### src/rtl/wr_ptr_ctrl.sv
// ============================================================================
// Module   : wr_ptr_ctrl
// Brief    : Write-domain pointer and flag controller for a dual-clock FIFO.
//            Optional sticky overflow flag is built when WR_OVF_STICKY_EN is defined.
// Revision : 1.0 - initial release
// ============================================================================
`default_nettype none

module wr_ptr_ctrl #(
  parameter int DEPTH    = 8,
  parameter int AW       = $clog2(DEPTH),
  parameter int AFULL_TH = 6
) (
  input  logic          clk,
  input  logic          rst_n,
  input  logic          wr_en,
  input  logic [AW:0]   rd_ptr_gray_sync,
  output logic          mem_we,
  output logic [AW-1:0] wr_addr,
  output logic [AW:0]   wr_ptr_gray,
  output logic          full,
  output logic          almost_full,
  output logic [AW:0]   wr_level,
`ifdef WR_OVF_STICKY_EN
  input  logic          ovf_clr,
  output logic          ovf_sticky,
`endif
  output logic          overflow
);

  localparam int            PW         = AW + 1;
  localparam logic [PW-1:0] C_AFULL_TH = PW'(AFULL_TH);

  logic [PW-1:0] r_wbin;
  logic          w_inc;
  logic [PW-1:0] w_wbin_next;
  logic [PW-1:0] w_wgray_next;
  logic [PW-1:0] w_rbin;
  logic [PW-1:0] w_full_gray;
  logic [PW-1:0] w_level_next;

  assign w_inc        = wr_en & ~full;
  assign mem_we       = w_inc;
  assign w_wbin_next  = r_wbin + {{(PW-1){1'b0}}, w_inc};
  assign w_wgray_next = w_wbin_next ^ (w_wbin_next >> 1);
  assign wr_addr      = r_wbin[AW-1:0];

  // Full when the write pointer is one lap ahead: top two Gray bits inverted.
  assign w_full_gray  = {~rd_ptr_gray_sync[PW-1:PW-2], rd_ptr_gray_sync[PW-3:0]};
  assign w_level_next = w_wbin_next - w_rbin;

  // Gray-to-binary: each binary bit is the XOR of all Gray bits at or above it.
  always_comb begin
    w_rbin = '0;
    for (int i = 0; i < PW; i++) begin
      w_rbin[i] = ^(rd_ptr_gray_sync >> i);
    end
  end

  always_ff @(posedge clk or negedge rst_n) begin
    if (!rst_n) begin
      r_wbin      <= '0;
      wr_ptr_gray <= '0;
      full        <= 1'b0;
      almost_full <= 1'b0;
      wr_level    <= '0;
      overflow    <= 1'b0;
    end else begin
      r_wbin      <= w_wbin_next;
      wr_ptr_gray <= w_wgray_next;
      full        <= (w_wgray_next == w_full_gray);
      almost_full <= (w_level_next >= C_AFULL_TH);
      wr_level    <= w_level_next;
      overflow    <= wr_en & full;
    end
  end

`ifdef WR_OVF_STICKY_EN
  // Clear takes priority over a same-cycle overflow event.
  always_ff @(posedge clk or negedge rst_n) begin
    if (!rst_n) begin
      ovf_sticky <= 1'b0;
    end else if (ovf_clr) begin
      ovf_sticky <= 1'b0;
    end else if (wr_en & full) begin
      ovf_sticky <= 1'b1;
    end
  end
`endif

endmodule

`default_nettype wire

### config.mk
export PLATFORM = sky130hd
export DESIGN_NAME = wr_ptr_ctrl
export DESIGN_NICKNAME = d
export VERILOG_FILES = /design/src/rtl/wr_ptr_ctrl.sv
export SDC_FILE = /design/constraint.sdc
export NUM_CORES = 1
export LEC_CHECK = 0
export ABC_AREA = 1
export BUFFER_PORTS_ARGS = -buffer_cell sky130_fd_sc_hd__buf_4
export CAP_MARGIN = 40
export CORE_MARGIN = 1.5
export CORE_UTILIZATION = 48
export CTS_CLUSTER_DIAMETER = 120
export DETAILED_ROUTE_END_ITERATION = 10
export PLACE_DENSITY = 0.75
export SYNTH_ARGS = -nofsm -noshare
export SYNTH_HDL_FRONTEND = slang
export SYNTH_SLANG_ARGS = --single-unit
### constraint.sdc
create_clock -name clk -period 2.08 [get_ports clk]
set_input_delay 0.208 -clock clk [delete_from_list [all_inputs] [get_ports clk]]
set_output_delay 0.208 -clock clk [all_outputs]
set_load 0.02 [all_outputs]
==> results of run 1 <==
## layer usage
layer,routed length [um],vias up
met5,0,-
met4,26,0
met3,75,4
met2,652,19
met1,616,268
li1,-,307
## worst reg2reg max path: cells and delay by family (launching register included)
| family | cells | cell delay [ns] |
|---|---|---|
| fa+ha+maj | 3 | 0.68 |
| simple gates | 5 | 0.50 |
| flops | 1 | 0.42 |
| compound gates | 1 | 0.15 |
| buf+inv | 2 | 0.11 |
## layout by cell type, fill, tap and decap left out, types with 2 or more instances in the layout
master,n
nand2_1,23
buf_4,21
inv_1,17
dfrtp_1,14
nand3_1,12
ha_1,3
clkbuf_4,3
xor2_1,2
ha_4,2
## report_power, final
group | total, uW | leakage, uW | internal (uW) | switching, uW
sequential | 487 | 0.000169 | 413 | 73.6
combinational | 1130 | 0.000374 | 468 | 665
clock | 190 | 0.0000210 | 106 | 83.5
total | 1810 | 0.000564 | 988 | 822
## logic make-up (layout without fill, tap and decap cells)
group,count (synthesis),count (layout),synth area share
DFF,14,14,0.477
xor gates and xnor gates,5,5,0.0801
buffers and inverters,17,43,0.0869
AOI/OAI and AO/OA,2,2,0.0170
adders and majority gates,6,6,0.112
and+or+nand+nor,39,39,0.227
## cells in the mapped netlist, drive strengths merged
cell type	count	share of area
a21oi	1	0.0068
xnor2	2	0.034
o21bai	1	0.010
nor2	2	0.010
nand4	1	0.0085
nand3	12	0.082
dfrtp	14	0.48
xor2	3	0.046
ha	5	0.085
nand2	24	0.13
inv	17	0.087
fa	1	0.027
## area by class of cell
class                      count  area, sq um  share of cell area
multi-input combinational     52          357               0.359
sequential                    14          350               0.353
tap                           15         18.8              0.0189
timing repair buffer          22          168               0.169
inverter                      17         63.8              0.0642
clock buffer                   4         36.3              0.0365
## through the flow
step	power, uW	TNS, ns
floorplan	1200	0
global placement	1530	0
detailed placement	1550	-0.0174
CTS	1770	0
global route	1960	0
finish	1810	0
## final timing paths
check,cells past startpoint,endpoint,slack [ns],from
worst max-delay path,11,almost_full,0.12,full
worst min-delay path,3,overflow,0.13,wr_en
worst max register to register,11,almost_full,0.12,full
worst min register to register,2,overflow,0.55,full
max in group asynchronous,2,wr_ptr_gray[1],1.60,rst_n
min in group asynchronous,2,r_wbin[1],0.32,rst_n
## sequential cells by signal, summed over array words and instances (netlist names)
| name | count |
|---|---|
| almost_full | 1 |
| wr_level | 4 |
| wr_ptr_gray | 3 |
| overflow | 1 |
| full | 1 |
| r_wbin | 4 |
## repair_timing
item | 4_1_cts | 5_1_grt
hold endpoints to repair | 14 | 0
hold buffers | 1 | 0
setup endpoints to repair | 2 | 2
resized for setup | 1 | 2
==> impl_results.md, run 1 <==
- Outcome: complete, no violations
- GR Util met2: 0.284
- CTS tree: yes
- Synthesis-stage register bit count: 14
- CP top delay family: adder cells
- Sequential area share after synthesis: 0.477
- Unrepaired setup endpoints after global routing: false
- Rel. slew slack: 0.806
- Buf/Inv on CP: 2
- Layout cells sized above 1: 0.294
- Vias per inst: 4.82
- Initial core utilization: 0.538
- # IOs: 22
- Met3 Usage GRT: 0.0388
- Final min period: 1.96 ns
- Drt wl/cell: 11.1 um
- Placer Congestion: 0.830
- Setup crit end kind: flop
- Tightest Pin Transition: 0.289 ns
- Vias: 598
- First-pass GRT wire length: 2160 um
- Drt pass-1 iters: 4
- Fmax: 510 MHz
- CP most frequent cell: nand2_1
- IO Port Bufs: 21
- Clock insertion delay at the later pin of the skew report: 0.27 ns
- Clock Path Buffers: 2
- Crit-path max cell delay: 0.42 ns
- # setup viols final: 0
- WP data required: 2.24 ns
- Horiz. Die Dim: 42.1 um
- Clk root buf: clkbuf_4
- Critical path class: reg -> reg
- Crit-path cells: nor2_4, ha_1, ha_4, inv_1, nand2_1, nand2_1, ha_4, a21oi_2, inv_1, nand2_1, nand3_1
- Dpl hpwl: 1080 um
- Max FO, Critical Path: 4
- Site row count: 13
- Reg clk slew, reported paths: 0.08 ns
- PwrDens: 1820 mW/mm^2
- Met1 Usage GRT: 0.187
- CP Data Arrival Time: 2.12 ns
- Post-DP Area: 918 sq um
- IR drop worst, VDD: 0.917 mV
- Ys Warns: 0
- Total Routing Usage GR: 0.167
- Hold_ws: 0.125 ns
- Clock H-tree levels: 1
- Distinct cells, synth: 15
- Mapped Cells: 83
- Mapped Avg Cell Area: 8.85 sq um
- Net count, final: 123
- Final Util: 0.727
- DR iter-0 viols: 8
- Vias in the first global route: 546
- Total clock sinks: 14
- Clk_skew: 0.00114 ns
- Max-cap violations: 0
- Antenna Cells: 0
- Core outline area: 0.00137 sq mm
- # Post-CTS Setup Buffers: 0
- Post-route design area: 993 sq um
- Hold/Removal Path Class: in -> reg
- Pre-CTS WS: -0.0174 ns
- Mapped cell area: 734 sq um
- TritonCTS Buffers: 3
- Die area: 0.00177 sq mm
- Final Hold Vio Count: 0
- Pleak: 0.000564 uW
- DRT Wirelength: 1370 um
- DRC viols: 0
- Setup WS post-layout: 0.120 ns
- Routed Antenna Nets: 0
- Most Crowded Layer GR: met2
- Area Growth Syn to Fin: 35.3%
- Non-filler cells, final: 124
- Post-Synthesis Net Count: 96
- Fill cells: 120
- GR Overflow Total: 0
- Final worst path period share: 0.942
- Worst setup SP type: flop
- Fin. max-slew vios: 0
- # placed instances: 119
- Initial antenna violation count: 0
- Largest net degree at the start of global routing: 15
- Slowest-stage cell, CP: dfrtp_1
- DIE HEIGHT: 42.1 um
No activity file was read; power rests on OpenSTA's default activity.
==> run 2, diff against run 1 <==
--- a/config.mk
+++ b/config.mk
@@ -12,6 +12,7 @@
 export CORE_UTILIZATION = 48
 export CTS_CLUSTER_DIAMETER = 120
 export DETAILED_ROUTE_END_ITERATION = 10
+export MAX_ROUTING_LAYER = met4
 export PLACE_DENSITY = 0.75
 export SYNTH_ARGS = -nofsm -noshare
 export SYNTH_HDL_FRONTEND = slang
==> run 2 against run 1 <==
Compared with the run above:
- worst hold slack better by 0.027 ns
- clock-buffer cell count shrank 1
- highest routed layer unchanged
- die area unchanged
- total power is 3.9% higher
- largest power group unchanged
==> impl_results.md, run 2 (synthesized netlist as in run 1, its figures left out) <==
- Pint: 1010 uW
- Vias in the first global route: 646
- Initial core utilization: 0.538
- Final Hold Vio Count: 0
- Final min period: 1.99 ns
- DR iter-0 viols: 9
- Critical path class: reg -> reg
- # setup viols final: 0
- Net count, final: 125
- Pleak: 0.000570 uW
- Die area: 0.00177 sq mm
- Clk root buf: clkbuf_4
- Drt pass-1 iters: 5
- Switch share: 0.463
- Dpl hpwl: 1200 um
- Hold_ws: 0.152 ns
- TritonCTS Buffers: 3
- DRC viols: 0
- Vias: 638
- Seq pwr share: 0.260
- Placer Congestion: 0.849
- Antenna Cells: 0
- Max-cap violations: 0
- CTS tree: yes
- Reg clk slew, reported paths: 0.08 ns
- Pre-CTS WS: -0.0643 ns
- DRT Wirelength: 1580 um
- Horiz. Die Dim: 42.1 um
- Clock H-tree levels: 1
- Layout cells sized above 1: 0.336
- Routed Antenna Nets: 0
- Clk_skew: 0.00408 ns
- Post-route design area: 0.00101 sq mm
- Total clock sinks: 14
- WP data required: 2.24 ns
- Area Growth Syn to Fin: 37.5%
- Comb power frac: 0.662
- Clock insertion delay at the later pin of the skew report: 0.27 ns
- First-pass GRT wire length: 2690 um
- Clock power share: 0.077
- # placed instances: 120
- Fin. max-slew vios: 0
- Core outline area: 0.00137 sq mm
- Fmax: 502 MHz
- GR Overflow Total: 0
- Worst setup SP type: flop
- Outcome: complete, no violations
- IR drop worst, VDD: 1.10 mV
- Unrepaired setup endpoints after global routing: false
- Initial antenna violation count: 0
- Max FO, Critical Path: 4
- # IOs: 22
- Vias per inst: 5.10
- Hold/Removal Path Class: in -> reg
- Non-filler cells, final: 125
- PwrDens: 1860 mW/mm^2
- Final Util: 0.739
- Post-DP Area: 926 sq um
- Net Sw Power: 871 uW
- Biggest regs: r_wbin (4), wr_level (4), wr_ptr_gray (3)
- Drt wl/cell: 12.6 um
- Tightest Pin Transition: 0.276 ns
- Most common cell after layout, fill and taps aside: buf_4
- Site row count: 13
- Setup crit end kind: flop
- Total Routing Usage GR: 0.213
- CP Data Arrival Time: 2.15 ns
- Final worst path period share: 0.957
- IO Port Bufs: 21
- Commonest cells after routing, fill and taps aside: buf_4, nand2_1, inv_1, dfrtp_1, nand3_1
- Rel. slew slack: 0.815
- Setup WS post-layout: 0.0887 ns
- Clock Path Buffers: 2
- DIE HEIGHT: 42.1 um
- Largest net degree at the start of global routing: 15
==> run 2: changes by cell type in the layout (fill, tap and decap cells not counted), sizes merged <==
cell | before | now
buf | 21 | 23
clkbuf | 4 | 3
==> run 2: critical path: stages, from the launching register on <==
cell and delay (ns):
dfrtp_1 0.43, nor2_4 0.15, ha_4 0.15, ha_2 0.19, inv_1 0.06, nand2_1 0.10
nand2_2 0.13, ha_4 0.29, a21oi_2 0.16, inv_1 0.05, nand2_1 0.10, nand3_1 0.07
==> run 2: repair_timing <==
action	in CTS	in global routing
resized for setup	2	6
setup endpoints to repair	2	2
endpoints found under the hold margin	14	0
setup buffers	0	1
hold buffers	1	0
==> run 2: worst paths after layout <==
kind	end	slack, ns	cells after the start	startpoint
max	almost_full	0.09	11	full
min	overflow	0.15	3	wr_en
max reg2reg	almost_full	0.09	11	full
min reg2reg	overflow	0.58	2	full
max in group asynchronous	r_wbin[2]	1.60	2	rst_n
min in group asynchronous	wr_level[1]	0.31	2	rst_n
==> run 2: power groups by stage <==
stage / Clock [uW] / Sequential [uW] / Combinational (uW)
floorplan: 0 / 646 / 553
global placement: 0 / 482 / 1070
detailed placement: 0 / 490 / 1110
CTS: 148 / 485 / 1150
finish: 145 / 490 / 1250
global route: 168 / 499 / 1370
==> run 2: routing by layer <==
metal,track usage,part of all wire,vias up
met3,0.0517,0.068,4
met5,-,0,-
met2,0.359,0.52,29
met1,0.226,0.39,297
li1,-,-,308
met4,0.125,0.020,0
==> run 2: layout make-up <==
class / count / area (sq um)
Multi-Input combinational cell: 52 / 372
Fill cell: 106 / 357
Sequential cell: 14 / 350
Timing Repair Buffer: 24 / 183
Inverter: 17 / 63.8
Clock buffer: 3 / 22.5
Tap cell: 15 / 18.8
==> run 2: per-stage QoR <==
| step | TNS, ns | power [uW] |
|---|---|---|
| final | 0 | 1880 |
| after detailed placement | -0.108 | 1600 |
| after floorplan | 0 | 1200 |
| after global placement | 0 | 1560 |
| after global routing | 0 | 2030 |
| after CTS | 0 | 1780 |
